[config.mk]
export PLATFORM = sky130hd
export DESIGN_NAME = mixer_duc_nco_flat
export DESIGN_NICKNAME = d
export VERILOG_FILES = /design/src/rtl/mixer_duc_nco_if.sv /design/src/rtl/mixer_duc_nco.sv /design/src/flat_wrapper.sv
export SDC_FILE = /design/constraint.sdc
export NUM_CORES = 1
export LEC_CHECK = 0
export ABC_CLOCK_PERIOD_IN_PS = 4170
export CORE_ASPECT_RATIO = 1.5
export CORE_UTILIZATION = 60
export DETAILED_ROUTE_END_ITERATION = 8
export PLACE_DENSITY = 0.91
export SETUP_SLACK_MARGIN = 0.5
export SLEW_MARGIN = 25
export SYNTH_ARGS = -nofsm -noshare
export SYNTH_HDL_FRONTEND = slang
export SYNTH_SLANG_ARGS = --single-unit
[constraint.sdc]
create_clock -name ap_clk -period 4.17 [get_ports ap_clk]
set_clock_uncertainty 0.1 [all_clocks]
set_input_delay 1.0425 -clock ap_clk [delete_from_list [all_inputs] [get_ports ap_clk]]
set_output_delay 1.0425 -clock ap_clk [all_outputs]
set_load 0.02 [all_outputs]
[src/rtl/mixer_duc_nco_if.sv]
// -----------------------------------------------------------------------------
// mixer_duc_nco_if
// Control and sample-stream bundle for the DUC mixer carrier NCO.
//
//   enable   : request one new sample per pipeline advance
//   clr      : one-cycle pulse, phase accumulator <- 0
//   cfg_wr   : one-cycle pulse, latch fcw_in / poff_in
//   fcw_in   : frequency control word (unsigned, modulo 2^PHASE_W)
//   poff_in  : phase offset (unsigned, modulo 2^PHASE_W)
//   cos_out  : signed cosine sample
//   sin_out  : signed sine sample
//   m_valid  : cos_out/sin_out hold a sample
//   m_ready  : consumer takes the sample when m_valid && m_ready
//
// master = the mixer side (drives controls and m_ready, receives samples)
// slave  = the NCO itself
// -----------------------------------------------------------------------------
interface mixer_duc_nco_if #(
  parameter int PHASE_W = 24
);
  logic               enable;
  logic               clr;
  logic               cfg_wr;
  logic [PHASE_W-1:0] fcw_in;
  logic [PHASE_W-1:0] poff_in;
  logic signed [7:0]  cos_out;
  logic signed [7:0]  sin_out;
  logic               m_valid;
  logic               m_ready;

  modport master (
    output enable, clr, cfg_wr, fcw_in, poff_in, m_ready,
    input  cos_out, sin_out, m_valid
  );

  modport slave (
    input  enable, clr, cfg_wr, fcw_in, poff_in, m_ready,
    output cos_out, sin_out, m_valid
  );
endinterface

[src/rtl/mixer_duc_nco.sv]
// -----------------------------------------------------------------------------
// mixer_duc_nco
// Numerically controlled oscillator producing the 8-bit signed cos/sin carrier
// pair for the DUC mixer. A PHASE_W-bit accumulator feeds a quarter-wave sine
// ROM through a 3-stage pipeline; the output is a valid/ready stream that the
// mixer can back-pressure, and the whole pipeline freezes while it does.
//
// Ports:
//   ap_clk   : sole clock, rising edge
//   ap_rst_n : asynchronous, active-low reset
//   bus      : mixer_duc_nco_if.slave (enable, clr, cfg_wr, fcw_in, poff_in,
//              m_ready in; cos_out, sin_out, m_valid out)
//
// Parameters:
//   PHASE_W  : accumulator / frequency word / phase offset width (>= 10)
//   AMP      : ROM peak amplitude, must fit signed 8 bit
// -----------------------------------------------------------------------------
module mixer_duc_nco #(
  parameter int PHASE_W = 24,
  parameter int AMP     = 127
) (
  input  logic            ap_clk,
  input  logic            ap_rst_n,
  mixer_duc_nco_if.slave  bus
);

  localparam int  DATA_W = 8;
  localparam int  PH_W   = 10;   // ROM phase: 2 quadrant bits + 8 index bits
  localparam int  ROM_AW = 8;
  localparam real PI     = 3.14159265358979323846;

  localparam logic signed [DATA_W-1:0] AMP_Q   = DATA_W'(AMP);
  localparam logic [ROM_AW:0]          QUARTER = {1'b1, {ROM_AW{1'b0}}};
  localparam logic [PH_W-1:0]          PH_QTR  = PH_W'(256);

  // Round a non-negative real to the nearest integer, halves upward.
  function automatic int round_half_up(input real v);
    return $rtoi(v + 0.5);
  endfunction

  // q(k) = round(AMP * sin(pi*k/512)); the Taylor series keeps the table an
  // elaboration-time constant without relying on tool math libraries.
  function automatic logic signed [DATA_W-1:0] quarter_sine(input int k);
    real x;
    real term;
    real sum;
    int  r;
    x    = PI * $itor(k) / 512.0;
    term = x;
    sum  = x;
    for (int n = 1; n < 12; n++) begin
      term = -term * x * x / ($itor(2 * n) * $itor(2 * n + 1));
      sum  = sum + term;
    end
    r = round_half_up($itor(AMP) * sum);
    return DATA_W'(r);
  endfunction

  // Odd quadrants walk the quarter wave backwards: address 256 - index.
  // Index 0 in an odd quadrant lands on the peak entry (address 256).
  function automatic logic [ROM_AW:0] mirror_addr(input logic [PH_W-1:0] ph);
    logic [ROM_AW:0] idx;
    idx = {1'b0, ph[ROM_AW-1:0]};
    return ph[ROM_AW] ? (QUARTER - idx) : idx;
  endfunction

  // Lower half-cycle is the negated quarter wave. Range is +-AMP, so the
  // negation can never overflow and no saturation is required.
  function automatic logic signed [DATA_W-1:0] apply_sign(
    input logic signed [DATA_W-1:0] v,
    input logic                     neg
  );
    return neg ? -v : v;
  endfunction

  // Entries 0..255; the k = 256 peak is handled by the address decode.
  logic signed [DATA_W-1:0] rom_tbl [256];

  for (genvar g = 0; g < 256; g++) begin : g_rom
    localparam logic signed [DATA_W-1:0] QV = quarter_sine(g);
    assign rom_tbl[g] = QV;
  end

  logic [PHASE_W-1:0]       acc;
  logic [PHASE_W-1:0]       fcw;
  logic [PHASE_W-1:0]       poff;
  logic                     adv;
  logic [PH_W-1:0]          ph_now;

  logic                     vld_p0;
  logic [PH_W-1:0]          ph_sin_p0;
  logic [PH_W-1:0]          ph_cos_p0;

  logic [ROM_AW:0]          addr_sin;
  logic [ROM_AW:0]          addr_cos;
  logic signed [DATA_W-1:0] rom_sin;
  logic signed [DATA_W-1:0] rom_cos;

  logic                     vld_p1;
  logic signed [DATA_W-1:0] mag_sin_p1;
  logic signed [DATA_W-1:0] mag_cos_p1;
  logic                     neg_sin_p1;
  logic                     neg_cos_p1;

  logic                     vld_p2;
  logic signed [DATA_W-1:0] sin_p2;
  logic signed [DATA_W-1:0] cos_p2;

  // Only a sample sitting unaccepted at the output can stall the pipe.
  assign adv = !(vld_p2 && !bus.m_ready);

  // Top PH_W bits of (acc + poff), wrapping modulo 2^PHASE_W.
  assign ph_now = PH_W'((acc + poff) >> (PHASE_W - PH_W));

  // Configuration and clr act on every edge, independent of back-pressure.
  // clr beats the accumulating step; the sample captured in that same cycle
  // still used the old acc.
  always_ff @(posedge ap_clk or negedge ap_rst_n) begin
    if (!ap_rst_n) begin
      acc  <= '0;
      fcw  <= '0;
      poff <= '0;
    end else begin
      if (bus.cfg_wr) begin
        fcw  <= bus.fcw_in;
        poff <= bus.poff_in;
      end
      if (bus.clr) begin
        acc <= '0;
      end else if (adv && bus.enable) begin
        acc <= acc + fcw;
      end
    end
  end

  // ---- Stage p0: phase capture --------------------------------------------
  always_ff @(posedge ap_clk or negedge ap_rst_n) begin
    if (!ap_rst_n) begin
      vld_p0 <= 1'b0;
    end else if (adv) begin
      vld_p0 <= bus.enable;
    end
  end

  always_ff @(posedge ap_clk) begin
    if (adv && bus.enable) begin
      ph_sin_p0 <= ph_now;
      ph_cos_p0 <= ph_now + PH_QTR;
    end
  end

  // ---- Stage p1: quarter-wave ROM read ------------------------------------
  always_comb begin
    addr_sin = mirror_addr(ph_sin_p0);
    addr_cos = mirror_addr(ph_cos_p0);
    rom_sin  = addr_sin[ROM_AW] ? AMP_Q : rom_tbl[addr_sin[ROM_AW-1:0]];
    rom_cos  = addr_cos[ROM_AW] ? AMP_Q : rom_tbl[addr_cos[ROM_AW-1:0]];
  end

  always_ff @(posedge ap_clk or negedge ap_rst_n) begin
    if (!ap_rst_n) begin
      vld_p1 <= 1'b0;
    end else if (adv) begin
      vld_p1 <= vld_p0;
    end
  end

  always_ff @(posedge ap_clk) begin
    if (adv && vld_p0) begin
      mag_sin_p1 <= rom_sin;
      mag_cos_p1 <= rom_cos;
      neg_sin_p1 <= ph_sin_p0[PH_W-1];
      neg_cos_p1 <= ph_cos_p0[PH_W-1];
    end
  end

  // ---- Stage p2: sign restore / output register ---------------------------
  // Output data is reset as well so the port reads 0 whenever reset is held.
  always_ff @(posedge ap_clk or negedge ap_rst_n) begin
    if (!ap_rst_n) begin
      vld_p2 <= 1'b0;
      sin_p2 <= '0;
      cos_p2 <= '0;
    end else if (adv) begin
      vld_p2 <= vld_p1;
      if (vld_p1) begin
        sin_p2 <= apply_sign(mag_sin_p1, neg_sin_p1);
        cos_p2 <= apply_sign(mag_cos_p1, neg_cos_p1);
      end
    end
  end

  assign bus.m_valid = vld_p2;
  assign bus.sin_out = sin_p2;
  assign bus.cos_out = cos_p2;

endmodule
[src/flat_wrapper.sv]
// flat-port wrapper written by rule: the top's interface ports become plain ports
module mixer_duc_nco_flat 
#(
  parameter int PHASE_W = 24,
  parameter int AMP     = 127
)
  (ap_clk, ap_rst_n, bus_enable, bus_clr, bus_cfg_wr, bus_fcw_in, bus_poff_in, bus_m_ready, bus_cos_out, bus_sin_out, bus_m_valid);
  mixer_duc_nco_if #(.PHASE_W(PHASE_W)) bus_i ();
  input  logic ap_clk;
  input  logic ap_rst_n;
  input wire logic [$bits(bus_i.enable)-1:0] bus_enable;
  input wire logic [$bits(bus_i.clr)-1:0] bus_clr;
  input wire logic [$bits(bus_i.cfg_wr)-1:0] bus_cfg_wr;
  input wire logic [$bits(bus_i.fcw_in)-1:0] bus_fcw_in;
  input wire logic [$bits(bus_i.poff_in)-1:0] bus_poff_in;
  input wire logic [$bits(bus_i.m_ready)-1:0] bus_m_ready;
  output wire logic [$bits(bus_i.cos_out)-1:0] bus_cos_out;
  output wire logic [$bits(bus_i.sin_out)-1:0] bus_sin_out;
  output wire logic [$bits(bus_i.m_valid)-1:0] bus_m_valid;
  assign bus_i.enable = bus_enable;
  assign bus_i.clr = bus_clr;
  assign bus_i.cfg_wr = bus_cfg_wr;
  assign bus_i.fcw_in = bus_fcw_in;
  assign bus_i.poff_in = bus_poff_in;
  assign bus_i.m_ready = bus_m_ready;
  assign bus_cos_out = bus_i.cos_out;
  assign bus_sin_out = bus_i.sin_out;
  assign bus_m_valid = bus_i.m_valid;
  mixer_duc_nco #(.PHASE_W(PHASE_W), .AMP(AMP)) u_core (.ap_clk(ap_clk), .ap_rst_n(ap_rst_n), .bus(bus_i));
endmodule
Word level (Yosys, flattened, before mapping)
Memory sizes are Yosys's and may differ from the RTL's. A register that Yosys moved wholly into a read port is not among the register bits.
Index checks and enable logic that the tools add are counted.
- div/mod/pow operators: 0
- shifts and indexed selects: 0
- equal/unequal tests: 0
- reductions and logical operators: 7
- bitwise logic cells: 3
- magnitude comparators: 0
- multiply operators: 0
- $add $sub $neg: 7
- multiplexer cells: 6
- operator list (operator ; number):
    24-bit adder ; 2
    24-bit 2-to-1 mux ; 2
    9-bit 2-to-1 mux ; 2
    8-bit NOT with 9-bit output ; 2
    9-bit by 8-bit subtractor with 9-bit output (first input constant) ; 2
    8-bit 2-to-1 mux ; 2
    8-bit negation ; 2
    10-bit by 9-bit adder with 10-bit output (second input constant) ; 1
    1-bit logical AND ; 3
    1-bit zero test ; 2
    2-bit AND reduction ; 1
    2-bit nonzero test ; 1
    1-bit NOT ; 1
- memory bits (read-only): 4096
- register bits: 113
- input port bits: 54
- memories kept: 2
- logic and storage cells: 37
- latch bits: 0
- output and inout port bits: 17
- RAM bits: 0
- memory list (memory ; words ; bits a word ; read ports ; clocked after memory_dff ; wr ports ; RTL line ; RTL):
    (name not given) ; 256 ; 8 ; 1 ; 1 ; 0 ; mixer_duc_nco.sv:156 ; rom_sin = addr_sin[ROM_AW] ? AMP_Q : rom_tbl[addr_sin[ROM_AW-1:0]];
    (name not given) ; 256 ; 8 ; 1 ; 1 ; 0 ; mixer_duc_nco.sv:157 ; rom_cos = addr_cos[ROM_AW] ? AMP_Q : rom_tbl[addr_cos[ROM_AW-1:0]];

Depth between registers and ports, before layout
- depth in word-level cells: 6
- gate-level depth with buffers: 15

Worst setup path after synthesis
Ideal clock, no wire load.
- path kind: register to register
- start: register, netlist name u_core.ph_cos_p0[0]
- end: register u_core.mag_sin_p1[0], data pin
- path buffers: 4
- required time: 3.896 ns
- slack: 0.862 ns
- stages on the path, launching flop included: 15
- data arrival time: 3.034 ns
- path through: edfxtp_1 > buf_2 > inv_1 > clkbuf_1 > ha_1 > nor3b_2 > or3_1 > buf_2 > and2_1 > buf_6 > o2111a_1 > a2111oi_4 > a311o_1 > a21oi_1 > a311oi_1
- RTL lines (what ; RTL line ; RTL):
    end, declared ; mixer_duc_nco.sv:100 ; logic signed [DATA_W-1:0] mag_sin_p1;

==> metrics.txt <==
# TYPE chip_impl_metric gauge
chip_impl_metric{name="netlist-cell-type-count",unit=""} 73
chip_impl_metric{name="fillCellCount",unit=""} 1073
chip_impl_metric{name="grt_first_pass_wirelength",unit="µm"} 42600
chip_impl_metric{name="fp.dieArea",unit="µm²"} 15670
chip_impl_metric{name="report.final.slew_viol_count",unit=""} 0
chip_impl_metric{name="antenna_found_initial",unit=""} 0
chip_impl_metric{name="total_wirelength",unit="µm"} 26810
chip_impl_metric{name="remaining_drc_errors",unit=""} 0
chip_impl_metric{name="grt_use_total",unit=""} 0.3521
chip_impl_metric{name="pwr-share-seq",unit=""} 0.251
chip_impl_metric{name="n_antenna_cell",unit=""} 0
chip_impl_metric{name="vdd_ir_drop_max",unit="µV"} 382.5
chip_impl_metric{name="syn_area",unit="µm²"} 9097
chip_impl_metric{name="final_stage_net_count",unit=""} 1196
chip_impl_metric{name="clk_latency",unit="ns"} 0.42
chip_impl_metric{name="number_of_warnings_reported_in_the_yosys_synthesis_log",unit=""} 0
chip_impl_metric{name="clkTransAtPathRegs",unit="ns"} 0.06
chip_impl_info{name="cp-end-kind",value="register"} 1
chip_impl_metric{name="tightestPinTransition",unit="ns"} 0.9449
chip_impl_metric{name="cp_data_required_time",unit="ns"} 4.22
chip_impl_info{name="cts_root_buf",value="clkbuf_16"} 1
chip_impl_info{name="criticalPathCategory",value="reg2reg"} 1
chip_impl_info{name="synth.top_cells.by_count",value="132 x nand2_1, 91 x dfrtp_1, 88 x a21oi_1, 83 x o21ai_0, 63 x nor2_1"} 1
chip_impl_metric{name="die-width",unit="µm"} 102.5
chip_impl_info{name="netlist_top_cells_area",value="dfrtp_1 25%, edfxtp_1 9.2%, ha_1 7.0%"} 1
chip_impl_metric{name="dr.pass1.iters",unit=""} 5
chip_impl_metric{name="post_synth.cell_area_avg",unit="µm²"} 8.673
chip_impl_metric{name="number_of_gates_resized_after_cts",unit=""} 0
chip_impl_metric{name="cp_data_arrival_time",unit="ns"} 3.54
chip_impl_metric{name="intPower",unit="mW"} 3.894
chip_impl_metric{name="multiInputGateArea",unit="µm²"} 5578
chip_impl_metric{name="total_switching_power",unit="mW"} 3.355
chip_impl_metric{name="power_leakage",unit="nW"} 4.278
chip_impl_metric{name="timing.max_cap.violations",unit=""} 0
chip_impl_info{name="outcome",value="finished clean"} 1
chip_impl_metric{name="power.share.switching",unit=""} 0.4628
chip_impl_metric{name="cts_num_sinks",unit=""} 119
chip_impl_metric{name="wire_per_inst",unit="µm"} 20.64
chip_impl_metric{name="place_congestion",unit=""} 0.9603
chip_impl_metric{name="dp.cells",unit=""} 1267
chip_impl_metric{name="post-dp-hpwl",unit="µm"} 18850
chip_impl_metric{name="clkPwrFrac",unit=""} 0.196
chip_impl_metric{name="area_delta_synth_final",unit="%"} 15.72
chip_impl_info{name="dominantRegCellSynth",value="dfrtp_1"} 1
chip_impl_metric{name="detailedRoute.firstIterationViolations",unit=""} 608
chip_impl_metric{name="critPathMaxFanout",unit=""} 17
chip_impl_metric{name="post_drt_via_cell_ratio",unit=""} 6.771
chip_impl_metric{name="die_h",unit="µm"} 152.8
chip_impl_metric{name="final_cell_count_no_fill",unit=""} 1299
chip_impl_metric{name="h_tree_lvl_count",unit=""} 4
chip_impl_metric{name="hold_violations",unit=""} 0
chip_impl_metric{name="postSynthCellCount",unit=""} 1049
chip_impl_metric{name="finalCriticalPeriod",unit="ns"} 3.491
chip_impl_metric{name="report.final.setup_viol",unit=""} 0
chip_impl_metric{name="fmaxAchievable",unit="MHz"} 286.5
chip_impl_metric{name="initial_core_util",unit=""} 0.6205
chip_impl_info{name="tritoncts_clock_tree",value="built"} 1
chip_impl_metric{name="cts_setup_buffers",unit=""} 0
chip_impl_metric{name="synth_enable_flop_cells",unit=""} 28
chip_impl_metric{name="grt_remaining_overflow",unit=""} 0
chip_impl_metric{name="drive_above_1_share",unit=""} 0.1179
chip_impl_metric{name="finalSetupTns",unit="ns"} 0
chip_impl_metric{name="num_rows",unit=""} 54
chip_impl_metric{name="layout.area.seq",unit="µm²"} 3118
chip_impl_metric{name="core",unit="µm²"} 14660
chip_impl_metric{name="cts_buffers",unit=""} 17
chip_impl_metric{name="io_buffer_count",unit=""} 70
chip_impl_info{name="synth_area_leader_cell",value="dfrtp_1"} 1
chip_impl_metric{name="sequential_fraction_of_the_synthesis_area",unit=""} 0.3427
chip_impl_metric{name="cts-root-to-sink-buffers",unit=""} 2
chip_impl_info{name="post-synth-top-count-cell",value="nand2_1"} 1
chip_impl_metric{name="synth.ff_latch_count",unit=""} 119
chip_impl_metric{name="vias",unit=""} 8795
chip_impl_info{name="rsz0062_at_grt",value="true"} 1
chip_impl_metric{name="holdBufCountCts",unit=""} 0
chip_impl_metric{name="pin_count_of_the_biggest_net_entering_global_routing",unit=""} 49
chip_impl_metric{name="pwr-share-comb",unit=""} 0.553
chip_impl_metric{name="syn_nets",unit=""} 1155
chip_impl_metric{name="floorplan.io_pins",unit=""} 71
chip_impl_metric{name="synth_top_area_frac",unit=""} 0.2503
chip_impl_metric{name="post-route-period-util",unit=""} 0.8371
chip_impl_info{name="crit_path_start_kind",value="register"} 1
chip_impl_metric{name="first_global_vias",unit=""} 8780
chip_impl_metric{name="relSlewSlack",unit=""} 0.3634
chip_impl_metric{name="postSynth.asyncResetShare",unit=""} 0.7647
chip_impl_metric{name="drt.antenna.violating_nets",unit=""} 0
chip_impl_info{name="min-delay-path-class",value="reg2reg"} 1
chip_impl_metric{name="power-per-cell-area",unit="nW/µm²"} 688.5
-- flip-flops by register name, summed over array words and instances, names as in the netlist --
| register | count |
|---|---|
| u_core.acc | 24 |
| u_core.ph_cos_p0 | 10 |
| u_core.neg_sin_p1 | 1 |
| u_core.poff | 24 |
| u_core.mag_sin_p1 | 7 |
| u_core.vld_p0 | 1 |
| u_core.bus.m_valid | 1 |
| u_core.ph_sin_p0 | 2 |
| u_core.bus.sin_out | 8 |
| u_core.vld_p1 | 1 |
| u_core.fcw | 24 |
| u_core.mag_cos_p1 | 7 |
| u_core.neg_cos_p1 | 1 |
| u_core.bus.cos_out | 8 |
-- cell usage in the layout (no fill, tap or decap), types with 7 or more instances in the layout --
cell,n
nor2b_1,7
o311ai_0,8
or3_1,10
buf_4,33
a311oi_1,9
mux2_2,51
and3_1,7
o22ai_1,12
dfrtp_1,91
a21o_1,13
inv_1,24
xnor2_1,36
nand3_1,29
nand2b_1,7
a31oi_1,18
a211oi_1,20
nor4_1,8
clkdlybuf4s50_1,68
nand2_1,132
clkbuf_16,17
o31ai_1,11
nor2_1,63
mux2i_1,7
nor3_1,18
o21ai_0,83
o211ai_1,18
o2111ai_1,12
a21oi_1,88
ha_1,51
edfxtp_1,28
xor2_1,21
-- layout make-up --
class                           instances  area share
Sequential cell                       119      0.2962
Clock buffer                           17     0.04041
Tap cell                              196     0.02329
Multi-Input combinational cell        827      0.5298
Clock inverter                         15     0.01355
Timing Repair Buffer                  101     0.08819
Inverter                               24    0.008557
-- worst paths after layout --
kind / slack [ns] / cells past startpoint / from / end
setup / recovery: 0.68 / 11 / u_core.ph_cos_p0[1]$_DFFE_PP_ / u_core.mag_sin_p1[0]$_SDFFCE_PP1P_
hold / removal: 0.36 / 0 / u_core.ph_cos_p0[9]$_DFFE_PP_ / u_core.neg_cos_p1$_DFFE_PP_
setup reg to reg: 0.68 / 11 / u_core.ph_cos_p0[1]$_DFFE_PP_ / u_core.mag_sin_p1[0]$_SDFFCE_PP1P_
hold reg to reg: 0.36 / 0 / u_core.ph_cos_p0[9]$_DFFE_PP_ / u_core.neg_cos_p1$_DFFE_PP_
max in group asynchronous: 2.63 / 2 / ap_rst_n / u_core.fcw[16]$_DFFE_PN0P_
min in group asynchronous: 0.57 / 1 / ap_rst_n / u_core.bus.sin_out[7]$_DFFE_PN0P_
-- cells by family (layout without fill, tap and decap cells) --
| group | after synthesis | count (layout) | synth area share |
|---|---|---|---|
| AOI/OAI and AO/OA | 355 | 355 | 0.2575 |
| xor gates and xnor gates | 61 | 61 | 0.06038 |
| adders and majority gates | 53 | 53 | 0.07344 |
| buffers and inverters | 103 | 157 | 0.04676 |
| DFF | 119 | 119 | 0.3427 |
| muxes | 58 | 58 | 0.07083 |
| and+or+nand+nor | 300 | 300 | 0.1484 |
-- worst max-delay path, cell delays in order, from the launching register on --
cell,delay (ns)
edfxtp_1,0.54
inv_1,0.15
ha_1,0.27
nor3b_2,0.20
or3_1,0.42
nand2_1,0.50
buf_4,0.29
o311ai_0,0.13
a21boi_0,0.20
o21ai_1,0.11
nor3_1,0.23
a311oi_1,0.06
-- metal layers --
metal  track usage  wire [µm]  vias up
li1              -          -     4007
met1        0.3760       9157     4114
met2        0.6076      13830      514
met3       0.05624       1780      160
met4        0.2619       2039        0
met5             0          0        -
-- stage by stage --
stage / utilization / hold WS (ns) / setup slack [ns] / cell area (µm²) / total power, mW
after floorplan: - / 0.3003 / 0.8619 / 9097 / 4.550
after global placement: 0.6780 / 0.3567 / 0.8361 / 9941 / 5.631
after detailed placement: 0.6780 / 0.3342 / 0.7304 / 9941 / 5.684
after CTS: 0.7168 / 0.3568 / 0.7018 / 10510 / 7.136
after global routing: 0.7180 / 0.3593 / 0.4714 / 10530 / 7.658
final: 0.7180 / 0.3610 / 0.6793 / 10530 / 7.249
-- power by group through the flow --
stage / Clock, mW / Combinational, mW / Sequential, mW
final: 1.42 / 4.01 / 1.82
after global routing: 1.47 / 4.32 / 1.86
after CTS: 1.43 / 3.89 / 1.81
after detailed placement: 0 / 3.85 / 1.83
after global placement: 0 / 3.82 / 1.81
after floorplan: 0 / 2.76 / 1.79
No activity file was read; power rests on OpenSTA's default activity.
